`src/rtl/regfile_wb_arbiter.sv`:
```
// regfile_wb_arbiter: arbitrates the register-file write port between pipeline and multi-cycle writeback
module regfile_wb_arbiter #(
  parameter int ADDRESS_WIDTH = 5,
  parameter int DATA_WIDTH = 32,
  parameter int MAX_WAIT = 4
) (
  input  logic                          clk,
  input  logic                          rst,
  input  logic                          req0_valid,
  input  logic [ADDRESS_WIDTH-1:0]      req0_rd,
  input  logic [DATA_WIDTH-1:0]         req0_data,
  output logic                          req0_ready,
  input  logic                          req1_valid,
  input  logic [ADDRESS_WIDTH-1:0]      req1_rd,
  input  logic [DATA_WIDTH-1:0]         req1_data,
  output logic                          req1_ready,
  input  logic                          iss_valid,
  input  logic [ADDRESS_WIDTH-1:0]      iss_rd,
  output logic                          iss_ready,
  output logic [2**ADDRESS_WIDTH-1:0]   pend,
  output logic [ADDRESS_WIDTH-1:0]      A3,
  output logic [DATA_WIDTH-1:0]         WD3,
  output logic                          WE3
);
  localparam int NREG = 2**ADDRESS_WIDTH;
  localparam int CW = $clog2(MAX_WAIT + 1);
  typedef enum logic {NORMAL, STARVE} state_t;
  state_t state, state_nxt;
  logic [CW-1:0] wait_cnt, wait_nxt;
  logic [NREG-1:0] pend_nxt;
  logic blocked, iss_xfer;
  assign iss_ready = !pend[iss_rd] || iss_rd == '0;
  assign iss_xfer = iss_valid && iss_ready && iss_rd != '0;
  assign blocked = req1_valid && !req1_ready;
  always_comb begin
    req0_ready = !rst && state == NORMAL && req0_valid;
    req1_ready = !rst && req1_valid && (state == STARVE || !req0_valid);
    wait_nxt = state == STARVE ? (req1_ready ? '0 : wait_cnt) : (blocked ? wait_cnt + 1'b1 : '0);
    state_nxt = state == STARVE ? (req1_ready ? NORMAL : STARVE)
              : (blocked && wait_cnt + 1'b1 == CW'(MAX_WAIT) ? STARVE : NORMAL);
    pend_nxt = pend;
    if (req1_ready) pend_nxt[req1_rd] = 1'b0;
    // set after clear so a same-cycle issue to the same register keeps it pending
    if (iss_xfer) pend_nxt[iss_rd] = 1'b1;
    pend_nxt[0] = 1'b0;
  end
  always_ff @(posedge clk) begin
    if (rst) begin
      state <= NORMAL;
      wait_cnt <= '0;
      pend <= '0;
      A3 <= '0;
      WD3 <= '0;
      WE3 <= 1'b0;
    end else begin
      state <= state_nxt;
      wait_cnt <= wait_nxt;
      pend <= pend_nxt;
      WE3 <= req0_ready ? req0_rd != '0 : req1_ready && req1_rd != '0;
      if (req0_ready || req1_ready) begin
        A3 <= req0_ready ? req0_rd : req1_rd;
        WD3 <= req0_ready ? req0_data : req1_data;
      end
    end
  end
endmodule

```
`config.mk`:
```
export PLATFORM = sky130hd
export DESIGN_NAME = regfile_wb_arbiter
export DESIGN_NICKNAME = d
export VERILOG_FILES = /design/src/rtl/regfile_wb_arbiter.sv
export SDC_FILE = /design/constraint.sdc
export NUM_CORES = 1
export LEC_CHECK = 0
export BUFFER_PORTS_ARGS = -buffer_cell sky130_fd_sc_hd__buf_2
export CAP_MARGIN = 20
export CELL_PAD_IN_SITES_DETAIL_PLACEMENT = 1
export CELL_PAD_IN_SITES_GLOBAL_PLACEMENT = 1
export CORE_AREA = 10 10 87 146
export DETAILED_ROUTE_END_ITERATION = 7
export DIE_AREA = 0 0 97 156
export PLACE_DENSITY = 0.9
export SYNTH_ARGS = -nofsm -noshare
export SYNTH_HDL_FRONTEND = slang
export SYNTH_SLANG_ARGS = --single-unit
```
`constraint.sdc`:
```
create_clock -name clk -period 2.7 [get_ports clk]
set_clock_uncertainty 0.1 [all_clocks]
set_input_delay 0 -clock clk [delete_from_list [all_inputs] [get_ports clk]]
set_output_delay 0 -clock clk [all_outputs]
set_load 0.01 [all_outputs]
```
* Yosys cells after proc, flatten, opt, wreduce, memory -nomap -nowiden *
Index checks and enable logic that the tools add are counted.

cells by class
  add/sub/neg operators = 1
  order comparisons = 4
  equality and inequality tests = 2
  muxes and demuxes = 17
  bitwise logic cells = 4
  reduce and logical (&&, ||, !) cells = 22

operators by type and width
  operator             count
  $mux 32              3
  $and 32x32->32       1
  $not 32->32          1
  $or 32x32->32        1
  $reduce_bool 5->1    3
  $lt 5x6->1 const B   2
  $logic_and 1x1->1    11
  $demux 1 s5          2
  $ge 5x1->1 const B   2
  $mux 3               3
  $mux 1               7
  $bmux 1 s5           1
  $logic_not 5->1      1
  $mux 5               1
  $logic_not 1->1      4
  $add 3x1->3 const B  1
  $eq 3x3->1 const B   1
  $logic_or 1x1->1     3
  $ne 2x2->1 const B   1
  $not 1->1            1

storage, ports and cells
  flip-flop bits (word level) = 74
  input bits = 84
  output and inout bits = 73
  logic and storage cells = 57

* Logic depth before layout (Yosys ltp) *
Gate-level depths: netlist of the first run.

  depth in word-level cells = 9
  mapped depth = 7
  mapped depth without buffers = 5

* Least setup slack after synthesis of the first run *
OpenSTA, ideal clock, no wires.

  path type = reg-to-reg
  start = register pend[15]
  end = register pend[12]
  setup time = 69 ps
  data arrival time = 1448 ps
  required time = 2531 ps
  setup slack = 1083 ps
  cell stages (with the launch flop) = 4
  buffers on the path = 0
  clock period less this slack = 1617 ps
  path through = dfxtp_1 -> mux4_2 -> or4b_4 -> o21ai_1

between the ends
  cells in the longest elaborated chain, start to end = 7

ends and longest elaborated chain
  what                            RTL line  text
  start, declared                 20        output logic [2**ADDRESS_WIDTH-1:0] pend,
  start signal, assigned          58        pend <= pend_nxt;
  $bmux 1 s5                      32        assign iss_ready = !pend[iss_rd] || iss_rd == '0;
  $mux 1 (implied by the code)    32
  $logic_not 1->1                 32
  $logic_or 1x1->1                32
  $logic_and 1x1->1 (2 in a row)  33        assign iss_xfer = iss_valid && iss_ready && iss_rd != '0;
  $mux 32                         44        if (iss_xfer) pend_nxt[iss_rd] = 1'b1;

No other way between the ends. The select of a mux whose other input is x is not followed.
A chain may end at the register's enable or synchronous reset.

* Final worst setup path of the first run *
  start = register state
  end = register WD3[16]

between the ends
  cells in the longest elaborated chain, start to end = 4
  elaborated cells on any way between the ends = 7
  classes of those cells = mux: 1; bitwise: 1; reduce/logical: 5

ends and longest elaborated chain
  what                                         RTL line  text
  start, declared                              28        state_t state, state_nxt;
  start signal, assigned                       56        state <= state_nxt;
  $not 1->1                                    36        req0_ready = !rst && state == NORMAL && req0_valid;
  $logic_and 1x1->1 (2 in a row)               36
  $mux 32 or $logic_or 1x1->1 (tied branches)  62, 60
  end signal, assigned                         62        WD3 <= req0_ready ? req0_data : req1_data;
  end, declared                                22        output logic [DATA_WIDTH-1:0] WD3,

Parallel ways exist; a longest one is shown, timed or not.

==> results of run 1 <==
## power breakdown
group / switching (mW) / total, mW / leakage, nW / internal, mW
clock network: 0.452 / 1.19 / 0.137 / 0.742
logic: 0.252 / 0.494 / 1.79 / 0.242
registers: 0.0294 / 1.16 / 0.600 / 1.13
total: 0.733 / 2.85 / 2.53 / 2.11
## flip-flops by register name (all words and copies together) (netlist names)
register,count
WD3,32
pend,31
A3,5
wait_cnt,3
WE3,1
state,1
## critical path: stages, from the launching register on
cell and delay [ns]:
dfxtp_1 0.34, nand2b_2 0.19, buf_4 0.63, nor2_1 0.11
a211oi_1 0.35, dlygate4sd3_1 0.61
## metal layers
metal	vias to the layer above	part of all wire (%)	wire [um]
met5	-	0	0
met4	0	2.4	386
met3	31	6.7	1070
met2	146	55	8850
met1	2036	36	5680
li1	1956	-	-
## placed cells by master, fill, tap and decap left out, types with 8 or more instances in the layout
cell type | synthesis | final
nor2_1 | 46 | 46
dlygate4sd3_1 | 0 | 74
buf_2 | 7 | 155
a211oi_1 | 37 | 37
dfxtp_1 | 73 | 73
mux2i_1 | 41 | 41
nand3_1 | 19 | 19
clkbuf_16 | 0 | 9
o21ai_0 | 48 | 48
nor2b_1 | 32 | 32
nand2_1 | 8 | 8
## through the flow
step           std cells  hold slack (ns)
3_3_place_gp         674            0.188
3_5_place_dp         674            0.200
4_1_cts              764           0.0178
5_1_grt              764           0.0487
6_report             764           0.0186
2_1_floorplan        421           0.0826
## worst paths after layout
kind / start / end / slack [ns] / cells after the start
worst max-delay path: state / WD3[16] / 0.30 / 5
worst min-delay path: req1_rd[4] / A3[4] / 0.02 / 3
worst max register to register: state / WD3[16] / 0.30 / 5
worst min register to register: wait_cnt[0] / wait_cnt[0] / 0.38 / 2
## layout make-up
type / instances / area share (%)
Timing Repair Buffer: 233 / 27.7
Inverter: 6 / 0.404
Clock buffer: 14 / 4.55
Clock inverter: 2 / 0.673
Sequential cell: 73 / 26.2
Multi-Input combinational cell: 309 / 37.6
Tap cell: 127 / 2.85
## what timing repair did
item                                   in CTS  in global routing
hold buffers                               74                  0
endpoints found under the hold margin      42                  0
setup endpoints to repair                   0                  0
## kinds of logic (layout without fill, tap and decap cells)
group,count (synthesis),count (layout),synth area share [%]
flip-flops,73,73,39.2
other,1,1,0.101
adder cells (fa/ha/maj),2,2,0.671
multiplexers,50,50,14.7
AO/OA/AOI/OAI,110,110,19.3
AND/OR/NAND/NOR,146,146,21.3
buffers and inverters,39,255,4.66
==> results.md, run 1 <==
* Hpwl dp at 10,600 um
* CTS sink cnt at 73
* CP max FO at between 70 and 80
* First-pass GRT wire length at 25,500 um
* Maximum vdd drop at between 300 and 400 uV
* Fin nets at ~720
* Part of the Yosys area used for sequential elements at just under 40%
* Ys async rst share at 0%
* Status: finished clean
* Final slew viol count at 0
* Synth top area cells: dfxtp_1 39%, mux2i_1 11%, a211oi_1 7.4%
* Area grow syn2layout at 49.6%
* Starting Density at between 30 and 40%
* M2 GR Usage at around 40%
* CTS tree: built
* Core area at a little over 10,000 sq um
* Fin util at 54.5%
* Postcts setup bufs at 0
* Worst slew pin tran at approximately 0.78 ns
* Fin worst setup slack at roughly 0.30 ns
* Design area at ~5600 sq um
* FF/Latch Area at approximately 1500 sq um
* Endpoints failing setup at 0
* Worst Setup End Kind: flip-flop
* Post-Synthesis Mean Instance Area at ~8.9 sq um
* Worst EP arrival at about 2.6 ns
* Final Wtd Congestion at about 0.9
* ANT nets after route at 0
* Setup TNS at 0 ns
* Gr busiest metal: met2
* IO Port Bufs at about 160
* Row Count at slightly below 50
* Fin crit share at between 80% and 90%
* Worst-path clk slew at around 0.06 ns
* Leakage at 2.53 nW
* Placed inst area at 4540 sq um
* Overall Global Routing Usage at between 20% and 30%
* Max H-tree Level at 3
* IO Pins at roughly 160
* Mapped Cells at between 400 and 500
* Initial antenna violation count at 0
* Routing usage on met1 at approximately a fifth
* CTS Buf Count at 9
* Final wirelength at between 15,000 and 20,000 um
* Largest net degree at the start of global routing at 79
* Pre-CTS WS at just over 0.8 ns
* Worst-skew pair later-pin latency at 0.33 ns
* Slew headroom at 48.2%
* Ys flop type: dfxtp_1
* Worst hold path class: input pin to flip-flop
* Worst Path Required at between 2 and 3 ns
* Initial drt markers at between 150 and 200
* Die height at about 160 um
* Post-synth EDFFs at 0
* Routed wire length per instance at around 21 um
* Synth cell types at between 40 and 50
* Ys Warns at 0
* #FFs+latches synth at 73
* Die outline area at around 15,000 sq um
* Top cell type's share of synthesized area at around 40%
* Pwr Density at between 500 and 600 nW/um^2
* Vias per cell at between 5 and 6
* Die width at 97 um
* Setup CP Type: flip-flop to flip-flop
* Most common cell in the netlist: dfxtp_1
* Min Tclk post-route at roughly 2.4 ns
* Final hold violations at 0
* Syn Nets at 507
* Setup crit start kind: flip-flop
* M3 GR Usage at between 6 and 7%
* Clock root buffer: clkbuf_16
* Total power at around 2.8 mW
* Cell Area, Synth at roughly 3700 sq um
* Pre-antenna DRT Iters at 4
* N_diodes at 0
* Share of layout cells above drive strength 1 at 29.5%
* Grt ovf at 0
* Max-cap violations at 0
* Achievable clock frequency at 416 MHz
* Synth area leader: dfxtp_1
* Fillcell total at about 1,200
* Vias in the first global route at 4,721
* Area of the multi-input gates at about 2100 sq um
* Routed vias at between 4,000 and 5,000
* DRC at 0
* Post-synth top cells: 73 x dfxtp_1, 48 x o21ai_0, 46 x nor2_1
* Resize count post-CTS at 0
* Max clock buf depth at 2
* RSZ-0062 raised after global routing: no
Note: power is estimated with default switching activity, not from simulation.
==> inputs of run 2 (changes only) <==
--- a/config.mk
+++ b/config.mk
@@ -9,10 +9,10 @@
 export CAP_MARGIN = 20
 export CELL_PAD_IN_SITES_DETAIL_PLACEMENT = 1
 export CELL_PAD_IN_SITES_GLOBAL_PLACEMENT = 1
-export CORE_AREA = 10 10 87 146
+export CORE_AREA = 10 10 94 159
 export DETAILED_ROUTE_END_ITERATION = 7
-export DIE_AREA = 0 0 97 156
-export PLACE_DENSITY = 0.9
+export DIE_AREA = 0 0 104 169
+export PLACE_DENSITY = 0.81
 export SYNTH_ARGS = -nofsm -noshare
 export SYNTH_HDL_FRONTEND = slang
 export SYNTH_SLANG_ARGS = --single-unit
==> constraint.sdc (replaced) <==
create_clock -name clk -period 2.1 [get_ports clk]
set_clock_uncertainty 0.1 [all_clocks]
set_input_delay 0 -clock clk [delete_from_list [all_inputs] [get_ports clk]]
set_output_delay 0 -clock clk [all_outputs]
set_load 0.01 [all_outputs]
==> results.md, run 2 (synthesized netlist as in run 1, its figures left out) <==
* Die width at 104 um (was 97 um)
* FF/Latch Area at 1460 sq um (unchanged)
* Worst hold path class: input pin to flip-flop (unchanged)
* Pwr Density at 666 nW/um^2 (was 510 nW/um^2)
* Area grow syn2layout at 52.6% (was 49.6%)
* Worst slew pin tran at 0.773 ns (was 0.778 ns)
* CTS Buf Count at 9 (unchanged)
* Largest regs: WD3 x32, pend x31, A3 x5 (unchanged)
* IO Pins at 157 (unchanged)
* DRC at 0 (unchanged)
* Worst EP arrival at 1.86 ns (was 2.58 ns)
* Setup CP Type: flip-flop to primary output (was flip-flop to flip-flop)
* Maximum vdd drop at 477 uV (was 321 uV)
* Worst Path Required at 2.00 ns (was 2.88 ns)
* Most common cell after layout, fill and taps aside: buf_2 (unchanged)
* Fin worst setup slack at 0.143 ns (was 0.298 ns)
* Final Wtd Congestion at 0.849 (was 0.884)
* Max H-tree Level at 3 (unchanged)
* Vias in the first global route at 4,973 (was 4,721)
* Worst Setup End Kind: primary output (was flip-flop)
* Share of layout cells above drive strength 1 at 30.7% (was 29.5%)
* Setup TNS at 0 ns (unchanged)
* Max-cap violations at 0 (unchanged)
* CTS tree: built (unchanged)
* Row Count at 54 (was 49)
* CP max FO at 78 (unchanged)
* Critical path's slowest cell: buf_4 (unchanged)
* Min Tclk post-route at just under 2 ns
* Endpoints failing setup at 0 (unchanged)
* Routed wire length per instance at 22.0 um (was 20.9 um)
* Max clock buf depth at 2 (unchanged)
* RSZ-0062 raised after global routing: no (unchanged)
* Placed inst area at 4630 sq um (was 4540 sq um)
* ANT nets after route at 0 (unchanged)
* Die outline area at 17,600 sq um (was 15,100 sq um)
* IO Port Bufs at 155 (unchanged)
* Postcts setup bufs at 0 (unchanged)
* Slowest stage delay, CP at 0.61 ns (was 0.63 ns)
* Final hold violations at 0 (unchanged)
* Worst-path clk slew at 0.06 ns (about the same)
* Fillcell total at 1,490 (was 1,246)
* Crit-path cells: nand2b_2, buf_4, and2_1, buf_2 (was nand2b_2, buf_4, nor2_1, a211oi_1, dlygate4sd3_1)
* Commonest non-fill, non-tap cells in the layout: 155 x buf_2, 73 x dfxtp_1, 73 x dlygate4sd3_1 (was 155 x buf_2, 74 x dlygate4sd3_1, 73 x dfxtp_1)
* CTS sink cnt at 73 (unchanged)
* Status: finished clean (unchanged)
* Core area at 12,300 sq um (was 10,200 sq um)
* Fin crit share at between 90% and 100%
* Area of the multi-input gates at 2120 sq um (was 2100 sq um)
* Vias per cell at 5.23 (was 5.46)
* Routed vias at 4,224 (was 4,169)
* Design area at 5690 sq um (was 5580 sq um)
* Final slew viol count at 0 (unchanged)
* Fin nets at 721 (was 718)
* Final wirelength at 17,800 um (was 16,000 um)
* Initial drt markers at 152 (was 163)
* Setup crit start kind: flip-flop (unchanged)
* First-pass GRT wire length at 27,600 um (was 25,500 um)
* Clock root buffer: clkbuf_16 (unchanged)
* Overall Global Routing Usage at 19.8% (was 20.7%)
* Fin util at 46.3% (was 54.5%)
* Leakage at 2.52 nW (was 2.53 nW)
* Largest net degree at the start of global routing at 79 (unchanged)
* Initial antenna violation count at 0 (unchanged)
* Achievable clock frequency at between 500 and 600 MHz
* Starting Density at 30.3% (was 36.4%)
* Worst-skew pair later-pin latency at 0.34 ns (was 0.33 ns)
* Max FFs per register at 32 (unchanged)
* Die height at 169 um (was 156 um)
* Pre-CTS WS at 0.325 ns (was 0.808 ns)
* Most flops, register: WD3 (unchanged)
* N_diodes at 0 (unchanged)
* Pre-antenna DRT Iters at 4 (unchanged)
* Slew headroom at 48.5% (was 48.2%)
* Grt ovf at 0 (unchanged)
* Hpwl dp at 11,600 um (was 10,600 um)
[run 2: cell count changes in the layout (fill, tap and decap cells not counted), sizes merged]
cell / before / now
buf: 159 / 163
clkbuf: 14 / 10
clkinv: 0 / 2
bufinv: 1 / 2
dlygate4sd3: 74 / 73
[run 2: final timing paths]
kind | from | endpoint | slack (ns) | cells past startpoint
setup / recovery | state | req1_ready | 0.14 | 4
hold / removal | iss_rd[2] | pend[1] | 0.01 | 4
setup reg to reg | state | WD3[7] | 0.20 | 4
hold reg to reg | wait_cnt[2] | wait_cnt[2] | 0.39 | 2
[run 2: area by class of cell]
| class | instances | share of cell area, % |
|---|---|---|
| Timing Repair Buffer | 236 | 27.5 |
| Sequential cell | 73 | 25.7 |
| Multi-Input combinational cell | 309 | 37.2 |
| Tap cell | 168 | 3.69 |
| Clock buffer | 10 | 4.02 |
| Clock inverter | 5 | 1.43 |
| Inverter | 6 | 0.396 |
[run 2: metal layers]
layer	routed length, um	vias up	GRT usage, %	part of all wire [%]
li1	-	1958	-	-
met1	6190	2046	18.3	35
met2	9590	174	36.5	54
met3	1330	46	7.15	7.5
met4	687	0	11.6	3.9
met5	0	-	0	0
[run 2: where the power goes]
group | total, mW | leakage, nW | internal [mW] | switching, mW
combinational | 0.641 | 1.77 | 0.299 | 0.342
clock | 1.66 | 0.149 | 1.03 | 0.621
sequential | 1.49 | 0.600 | 1.45 | 0.0410
[run 2: per-stage QoR]
stage,hold WS (ns),cells,power (mW)
final,0.0105,807,3.79
after floorplan,0.0826,421,1.78
after CTS,0.00857,807,3.76
after global placement,0.187,719,2.00
after detailed placement,0.198,719,2.02
after global routing,0.0124,807,3.91
[run 2: worst max-delay path: cells and delay by family, from the launching register on]
kind / cells / cell delay, ns
buffers and inverters: 2 / 0.76
flip-flops: 1 / 0.34
AND/OR/NAND/NOR: 2 / 0.41
[run 2: what timing repair did]
action                                  CTS  global route
hold endpoints to repair                 41             0
resized for setup                         0             3
hold buffers                             73             0
endpoints found under the setup margin    0             1
